[src/rtl/thumb_fetch_unit_if.sv]
// Fetch-unit bundle: instruction-memory read port, decode-side handshake, branch redirect.
interface thumb_fetch_unit_if #(parameter int ADDR_W = 10);
  logic              mem_req;
  logic [ADDR_W-1:0] mem_addr;
  logic              mem_ack;
  logic [31:0]       mem_rdata;
  logic              inst_valid;
  logic              inst_ready;
  logic [15:0]       inst_data;
  logic [31:0]       inst_pc;
  logic              redirect;
  logic [31:0]       redirect_pc;

  modport master (
    output mem_req, mem_addr, inst_valid, inst_data, inst_pc,
    input  mem_ack, mem_rdata, inst_ready, redirect, redirect_pc
  );

  modport slave (
    input  mem_req, mem_addr, inst_valid, inst_data, inst_pc,
    output mem_ack, mem_rdata, inst_ready, redirect, redirect_pc
  );
endinterface

[src/rtl/thumb_fetch_unit.sv]
// Thumb fetch stage: word reads split into halfwords, queued for decode with their byte PC.
// A redirect flushes the queue; a read already in flight is drained and its data dropped.
module thumb_fetch_unit #(
  parameter int          ADDR_W   = 10,
  parameter logic [31:0] RESET_PC = 32'h0,
  parameter int          QDEPTH   = 4
) (
  input  logic               clock,
  input  logic               reset_n,
  thumb_fetch_unit_if.master bus
);
  localparam int PW    = ADDR_W + 2;
  localparam int PTR_W = $clog2(QDEPTH);
  localparam int CNT_W = $clog2(QDEPTH + 1);
  localparam logic [CNT_W:0] ROOM_MAX = (CNT_W+1)'(QDEPTH - 2);
  localparam logic [CNT_W:0] ONE      = (CNT_W+1)'(1);
  localparam logic [CNT_W:0] TWO      = (CNT_W+1)'(2);

  typedef enum logic [1:0] {IDLE, REQ, DRAIN} state_t;
  typedef struct packed {
    logic [15:0]   data;
    logic [PW-1:0] pc;
  } qent_t;

  state_t            state;
  logic [PW-1:1]     fetch_pc;
  logic              mem_req_q;
  logic [ADDR_W-1:0] mem_addr_q;
  logic              inst_valid_q;
  qent_t             q [QDEPTH];
  logic [PTR_W-1:0]  rd_ptr, wr_ptr, wr_ptr1;
  logic [CNT_W-1:0]  count;
  logic              pop, take, room;
  logic [CNT_W:0]    npush, cnt_after;
  logic [ADDR_W-1:0] cur_word, nxt_word;
  logic              unused_redirect_bits;

  assign cur_word  = fetch_pc[PW-1:2];
  assign nxt_word  = cur_word + 1'b1;
  assign wr_ptr1   = wr_ptr + 1'b1;
  assign pop       = inst_valid_q & bus.inst_ready;
  assign take      = (state == REQ) & bus.mem_ack & ~bus.redirect;
  assign npush     = !take ? '0 : (fetch_pc[1] ? ONE : TWO);
  assign cnt_after = {1'b0, count} - {{CNT_W{1'b0}}, pop} + npush;
  // A new read is only launched when a full word fits after this cycle's push/pop
  assign room      = cnt_after <= ROOM_MAX;

  assign unused_redirect_bits = ^{bus.redirect_pc[31:PW], bus.redirect_pc[0]};

  assign bus.mem_req    = mem_req_q;
  assign bus.mem_addr   = mem_addr_q;
  assign bus.inst_valid = inst_valid_q;
  assign bus.inst_data  = q[rd_ptr].data;
  assign bus.inst_pc    = {{(32-PW){1'b0}}, q[rd_ptr].pc};

  always_ff @(posedge clock) begin
    if (take) begin
      if (fetch_pc[1]) begin
        q[wr_ptr] <= '{data: bus.mem_rdata[31:16], pc: {cur_word, 2'b10}};
      end else begin
        q[wr_ptr]  <= '{data: bus.mem_rdata[15:0],  pc: {cur_word, 2'b00}};
        q[wr_ptr1] <= '{data: bus.mem_rdata[31:16], pc: {cur_word, 2'b10}};
      end
    end
  end

  always_ff @(posedge clock) begin
    if (!reset_n) begin
      state        <= IDLE;
      mem_req_q    <= 1'b0;
      inst_valid_q <= 1'b0;
      count        <= '0;
      rd_ptr       <= '0;
      wr_ptr       <= '0;
      fetch_pc     <= RESET_PC[PW-1:1];
    end else if (bus.redirect) begin
      count        <= '0;
      rd_ptr       <= '0;
      wr_ptr       <= '0;
      inst_valid_q <= 1'b0;
      fetch_pc     <= bus.redirect_pc[PW-1:1];
      case (state)
        // Nothing in flight: launch the target read straight away for 2-cycle redirect latency
        IDLE: begin
          state      <= REQ;
          mem_req_q  <= 1'b1;
          mem_addr_q <= bus.redirect_pc[PW-1:2];
        end
        REQ, DRAIN: begin
          if (bus.mem_ack) begin
            state     <= IDLE;
            mem_req_q <= 1'b0;
          end else begin
            state <= DRAIN;
          end
        end
        default: begin
          state     <= IDLE;
          mem_req_q <= 1'b0;
        end
      endcase
    end else begin
      if (pop)  rd_ptr <= rd_ptr + 1'b1;
      if (take) wr_ptr <= wr_ptr + npush[PTR_W-1:0];
      count        <= cnt_after[CNT_W-1:0];
      inst_valid_q <= cnt_after != '0;
      case (state)
        IDLE: begin
          if (room) begin
            state      <= REQ;
            mem_req_q  <= 1'b1;
            mem_addr_q <= cur_word;
          end
        end
        REQ: begin
          if (bus.mem_ack) begin
            fetch_pc <= {nxt_word, 1'b0};
            if (room) begin
              mem_addr_q <= nxt_word;
            end else begin
              state     <= IDLE;
              mem_req_q <= 1'b0;
            end
          end
        end
        DRAIN: begin
          if (bus.mem_ack) begin
            state     <= IDLE;
            mem_req_q <= 1'b0;
          end
        end
        default: begin
          state     <= IDLE;
          mem_req_q <= 1'b0;
        end
      endcase
    end
  end
endmodule

[src/flat_wrapper.sv]
// flat-port wrapper written by rule: the top's interface ports become plain ports
module thumb_fetch_unit_flat 
#(
  parameter int          ADDR_W   = 10,
  parameter logic [31:0] RESET_PC = 32'h0,
  parameter int          QDEPTH   = 4
)
  (clock, reset_n, bus_mem_req, bus_mem_addr, bus_inst_valid, bus_inst_data, bus_inst_pc, bus_mem_ack, bus_mem_rdata, bus_inst_ready, bus_redirect, bus_redirect_pc);
  thumb_fetch_unit_if #(.ADDR_W(ADDR_W)) bus_i ();
  input  logic clock;
  input  logic reset_n;
  output wire logic [$bits(bus_i.mem_req)-1:0] bus_mem_req;
  output wire logic [$bits(bus_i.mem_addr)-1:0] bus_mem_addr;
  output wire logic [$bits(bus_i.inst_valid)-1:0] bus_inst_valid;
  output wire logic [$bits(bus_i.inst_data)-1:0] bus_inst_data;
  output wire logic [$bits(bus_i.inst_pc)-1:0] bus_inst_pc;
  input wire logic [$bits(bus_i.mem_ack)-1:0] bus_mem_ack;
  input wire logic [$bits(bus_i.mem_rdata)-1:0] bus_mem_rdata;
  input wire logic [$bits(bus_i.inst_ready)-1:0] bus_inst_ready;
  input wire logic [$bits(bus_i.redirect)-1:0] bus_redirect;
  input wire logic [$bits(bus_i.redirect_pc)-1:0] bus_redirect_pc;
  assign bus_mem_req = bus_i.mem_req;
  assign bus_mem_addr = bus_i.mem_addr;
  assign bus_inst_valid = bus_i.inst_valid;
  assign bus_inst_data = bus_i.inst_data;
  assign bus_inst_pc = bus_i.inst_pc;
  assign bus_i.mem_ack = bus_mem_ack;
  assign bus_i.mem_rdata = bus_mem_rdata;
  assign bus_i.inst_ready = bus_inst_ready;
  assign bus_i.redirect = bus_redirect;
  assign bus_i.redirect_pc = bus_redirect_pc;
  thumb_fetch_unit #(.ADDR_W(ADDR_W), .RESET_PC(RESET_PC), .QDEPTH(QDEPTH)) u_core (.clock(clock), .reset_n(reset_n), .bus(bus_i));
endmodule
[config.mk]
export PLATFORM = sky130hd
export DESIGN_NAME = thumb_fetch_unit_flat
export DESIGN_NICKNAME = d
export VERILOG_FILES = /design/src/rtl/thumb_fetch_unit_if.sv /design/src/rtl/thumb_fetch_unit.sv /design/src/flat_wrapper.sv
export SDC_FILE = /design/constraint.sdc
export NUM_CORES = 1
export LEC_CHECK = 0
export BUFFER_PORTS_ARGS = -buffer_cell sky130_fd_sc_hd__buf_2
export CORE_ASPECT_RATIO = 1.2
export CORE_MARGIN = 3
export CORE_UTILIZATION = 25
export CTS_CLUSTER_SIZE = 14
export DETAILED_ROUTE_END_ITERATION = 10
export GPL_TIMING_DRIVEN = 1
export REMOVE_ABC_BUFFERS = 1
export SLEW_MARGIN = 15
export SYNTH_ARGS = -nofsm -noshare
export SYNTH_HDL_FRONTEND = slang
export SYNTH_SLANG_ARGS = --single-unit
[constraint.sdc]
create_clock -name clock -period 5.11 [get_ports clock]
set_input_delay 0.2555 -clock clock [delete_from_list [all_inputs] [get_ports clock]]
set_output_delay 0.2555 -clock clock [all_outputs]
set_load 0.02 [all_outputs]
* Word-level counts from Yosys, hierarchy flattened *
Memories as Yosys holds them, arrays and structs flattened. A register that Yosys moved wholly into a read port is not among the register bits.
Cells that the tools add are included.

word-level totals
  flip-flop bits (word level) = 32
  bits in writable memories = 108
  memories kept = 1

memories
  name      words  width  read ports  clocked after Yosys merged registers in  write ports  line                    RTL
  u_core.q  4      27     1           1                                        2            thumb_fetch_unit.sv:30  qent_t q [QDEPTH];

cells by class
  $add $sub $neg = 6
  $lt $le $gt $ge = 1
  equality and inequality tests = 8
  mux-type cells = 35
  bitwise operators = 6
  reductions and logical operators = 11

operators by type and width
  kind                   count
  $mux 10                5
  $mux 11                3
  $mux 27                1
  $pmux 10 s2            1
  $mux 2                 9
  $mux 1                 11
  $add 10x1->10 const B  1
  $ne 3x3->1 const B     3
  $ne 3x2->1 const B     2
  $pmux 2 s3             1
  $reduce_and 6->1       1
  $reduce_bool 2->1      3
  $add 2x1->2 const B    2
  $add 4x4->4            1
  $le 4x2->1 const B     1
  $mux 4                 1
  $pmux 2 s2             1
  $reduce_and 4->1       1
  $reduce_bool 4->1      1
  $reduce_or 2->1        2
  $sub 3x1->4            1
  $and 1x1->1            3
  $pmux 1 s3             1
  $reduce_and 3->1       1
  9 further kinds        10

* Longest topological paths before layout *
  depth in word-level cells = 10
  mapped depth = 14
  mapped depth without buffers = 14

* Least setup slack after synthesis *
OpenSTA, ideal clock, no wires.

  path type = reg-to-reg
  from = register u_core.state[1]
  to = register u_core.mem_addr_q[0], in the netlist u_core.bus.mem_addr[0], enable pin
  library setup time = 0.377 ns
  arrival = 2.951 ns
  data required time = 4.733 ns
  slack = 1.781 ns
  stages on the path, launching flop included = 13
  path buffers = 0
  cell sequence = dfxtp_1 -> inv_1 -> ha_1 -> nand2_2 -> nor3_2 -> inv_1 -> ha_1 -> fa_1 -> xor2_1 -> o211ai_1 -> o31ai_1 -> a21oi_1 -> nor2b_1

between the ends
  longest elaborated chain between the ends = 8
  elaborated cells on any way between the ends = 13
  those cells by class = 1 x add/sub; 1 x order compare; 5 x eq/ne; 1 x mux; 2 x bitwise; 3 x reduce/logical

RTL lines
  element                                line                                             RTL
  start, declared                        thumb_fetch_unit.sv:25                           state_t state;
  start signal, assigned                 thumb_fetch_unit.sv:69                           state <= IDLE;
  start signal, assigned                 thumb_fetch_unit.sv:85                           state <= REQ;
  start signal, assigned                 thumb_fetch_unit.sv:91                           state <= IDLE;
  $eq 2x1->1                             thumb_fetch_unit.sv:42, thumb_fetch_unit.sv:107
  $and 1x1->1 (2 in a row)               thumb_fetch_unit.sv:42                           assign take = (state == REQ) & bus.mem_ack & ~bus.redirect;
  $mux 4                                 thumb_fetch_unit.sv:43                           assign npush = !take ? '0 : (fetch_pc[1] ? ONE : TWO);
  $add 4x4->4                            thumb_fetch_unit.sv:44                           assign cnt_after = {1'b0, count} - {{CNT_W{1'b0}}, pop} + npush;
  $le 4x2->1                             thumb_fetch_unit.sv:46                           assign room = cnt_after <= ROOM_MAX;
  $ne 3x2->1 (no source line)            n/a
  $reduce_and 6->1 (no source line) (*)  n/a
  end signal, assigned                   thumb_fetch_unit.sv:87                           mem_addr_q <= bus.redirect_pc[PW-1:2];
  end signal, assigned                   thumb_fetch_unit.sv:112                          mem_addr_q <= cur_word;
  end signal, assigned                   thumb_fetch_unit.sv:119                          mem_addr_q <= nxt_word;
  end, declared                          thumb_fetch_unit.sv:28                           logic [ADDR_W-1:0] mem_addr_q;

Every way passes the cells marked *; elsewhere a longest branch is shown, timed or not.
A chain may end at the register's enable or synchronous reset.

* Worst setup path in the final report *
  from = register u_core.state[1]
  to = register u_core.mem_addr_q[2], in the netlist u_core.bus.mem_addr[2], enable pin

The elaborated chain is that of the path after synthesis.

==> results.md <==
- Total number of vias: 4384
- Latest clock arrival within the worst-skew pair: 0.41 ns
- Die height: 190 um
- Critical Path, Cell by Cell: inv_1 > ha_1 > nand2_2 > nor3_2 > inv_1 > ha_1 > fa_1 > xor2_1 > o211ai_1 > o31ai_1 > a21oi_1 > nor2b_1 > buf_4
- TritonCTS clock tree: built
- CTS buffer count: 17
- Placer Congestion: 0.747
- Pins over their slew limit: 0
- Synthesis-to-layout area growth: 18.5%
- Slowest CP cell: ha_1
- Setup violations, final: 0
- Setup Fix Bufs, Post-CTS: 0
- Drt total wl: 16500 um
- CP startpoint kind: register
- Hold-fix buffers at CTS: 0
- Share of layout cells above drive strength 1: 0.268
- Top FF cell, synth: edfxtp_1
- Synth warn: 0
- Data arrival time of the worst path: 3.95 ns
- Vias in the first global route: 4477
- GRT Util Overall: 0.111
- Crit path kind: reg -> reg
- Placement row count: 66
- Rel. slew slack: 0.228
- Grt ovf: 0
- Crit. End Element: register
- Crit path max fanout: 14
- I/O pin total: 129
- Area leader, netlist: edfxtp_1
- DR pass1 iterations: 4
- Pwr dens: 370 nW/um2
- Net count, final: 695
- Yosys reg bits: 142
- Fmax: 261 MHz
- Max rail drop VDD: 0.185 mV
- Die area: 30400 um2
- Worst-margin pin slew: 1.15 ns
- Largest net degree at the start of global routing: 37
- First-pass GRT wire length: 25800 um
- Status: completed
- Crit path largest cell delay: 0.50 ns
- Yosys top cell area share: 0.483
- CTS-repair resized insts: 0
- Syn Area/Cell: 13.2 um2
- Mapped Cells: 536
- Min Tclk post-route: 3.83 ns
- Setup Skew: 0.0122 ns
- Crit path max-delay family: adder cells
- Asr flop ratio synth: 0
- Clock Tree Buf Depth: 2
- Initial antenna violation count: 0
- Sum of negative setup slack: 0 ns
- # H-tree levels: 4
- Per-cell routed wire length: 16.5 um
- Most frequent cells in the layout: edfxtp_1 (114), buf_2 (86), a22o_1 (64)
- Cell Area, Synth: 7080 um2
- DRC viols: 0
- Synth top area cells: edfxtp_1 (48%), mux4_2 (8.6%), a22o_1 (7.9%)
- Clock sinks: 142
- Finished Core Util: 0.305
- Final Hold Violating Endpoints: 0
- Sequential fraction of the synthesis area: 0.562
- Maxcap violations: 0
- Dpl ws: 1.30 ns
- Worst-path clk slew: 0.06 ns
- Hold Path Class: in -> reg
- LEAKAGE: 0.00318 uW
- Synth unique cells: 51
- Bufs and invs on worst path: 3
- Port Buffers: 86
- Antenna Nets Post-Route: 0
- Initial Util: 0.258
- CTS Root Cell: clkbuf_16
- Commonest non-fill, non-tap cell in the layout: edfxtp_1
- Worst EP required: 5.23 ns
- RSZ-0062 raised after global routing: no
- Die Width: 160 um
- Tcrit/Tclk final: 0.749
- DR vias/cell: 4.38
- DP HPWL: 10800 um
- Final worst slack: 1.28 ns
- EDFF count, synth: 114
- Iteration-0 DRC count of the detailed router: 332
- Core Area: 27500 um2
## final cells by class
class	count	area, um2
Antenna cell	1	2.50
Clock buffer	18	429
Clock inverter	14	150
Fill cell	2789	19100
Inverter	17	63.8
Multi-Input combinational cell	342	2800
Sequential cell	142	3990
Tap cell	374	468
Timing Repair Buffer	94	490
## stage by stage
step                      instances  cell area [um2]  total power, uW  hold slack [ns]
after floorplan                 501             6820             1740            0.364
after global placement          969             7810             1910            0.459
after detailed placement        969             7810             1920            0.467
after CTS                      1001             8390             3140            0.110
after global routing           1001             8390             3260            0.125
final                          1002             8390             3110            0.122
## state kept, by name (all words and copies together), names as in the netlist, named ones only
register	cells
u_core.bus.inst_valid	1
u_core.wr_ptr	2
u_core.rd_ptr	2
u_core.fetch_pc	11
u_core.q	108
u_core.bus.mem_addr	10
u_core.state	2
u_core.count	3
u_core.bus.mem_req	1
## final timing paths
check | slack (ns) | endpoint | cells past startpoint | start
worst max-delay path | 1.28 | u_core.bus.mem_addr[2] | 13 | u_core.state[1]
worst min-delay path | 0.12 | u_core.fetch_pc[8] | 3 | bus_redirect_pc[8]
worst max register to register | 1.28 | u_core.bus.mem_addr[2] | 13 | u_core.state[1]
worst min register to register | 0.49 | u_core.q[1][0] | 2 | u_core.q[1][0]
## cells in the mapped netlist, types with 3 or more instances
| master | instances |
|---|---|
| nand4_1 | 4 |
| nor3_1 | 6 |
| a22o_1 | 64 |
| buf_2 | 11 |
| edfxtp_1 | 114 |
| a21oi_1 | 17 |
| ha_1 | 11 |
| nor2_2 | 4 |
| nor2_1 | 21 |
| nand2_1 | 29 |
| inv_1 | 17 |
| clkbuf_1 | 13 |
| a21boi_0 | 4 |
| nand3_1 | 7 |
| o21a_1 | 3 |
| and2_1 | 44 |
| buf_4 | 28 |
| mux4_2 | 27 |
| o21ai_0 | 14 |
| mux2i_1 | 3 |
| xor2_1 | 14 |
| dfxtp_1 | 28 |
| xnor2_1 | 8 |
| o211ai_1 | 3 |
| nand2b_1 | 8 |
## tightest hold or removal path, delay by kind of cell
kind / cells / cell delay [ns]
AOI/OAI and AO/OA: 2 / 0.16
buffers and inverters: 1 / 0.08
## report_power, final
part,switching [uW],internal [uW],total [uW]
Combinational,321,193,514
Sequential,44.3,1330,1370
Clock,469,757,1230
Total,834,2280,3110
## logic make-up (layout without fill, tap and decap cells)
logic type,Yosys count,in the layout,share of synthesized area
flip-flops,142,142,0.562
AND/OR/NAND/NOR,141,141,0.113
AO/OA/AOI/OAI,114,114,0.125
buffers and inverters,72,143,0.0570
multiplexers,32,32,0.0933
XOR/XNOR,22,22,0.0272
adder cells (fa/ha/maj),12,12,0.0223
other,1,22,0.000529
## per-layer routing
layer | track usage | vias to the layer above | part of all wire
li1 | - | 2135 | -
met1 | 0.143 | 2108 | 0.44
met2 | 0.189 | 135 | 0.49
met3 | 0.0278 | 6 | 0.062
met4 | 0.0263 | 0 | 0.0045
met5 | 0 | - | 0
Power figures use the tool's default switching activity.
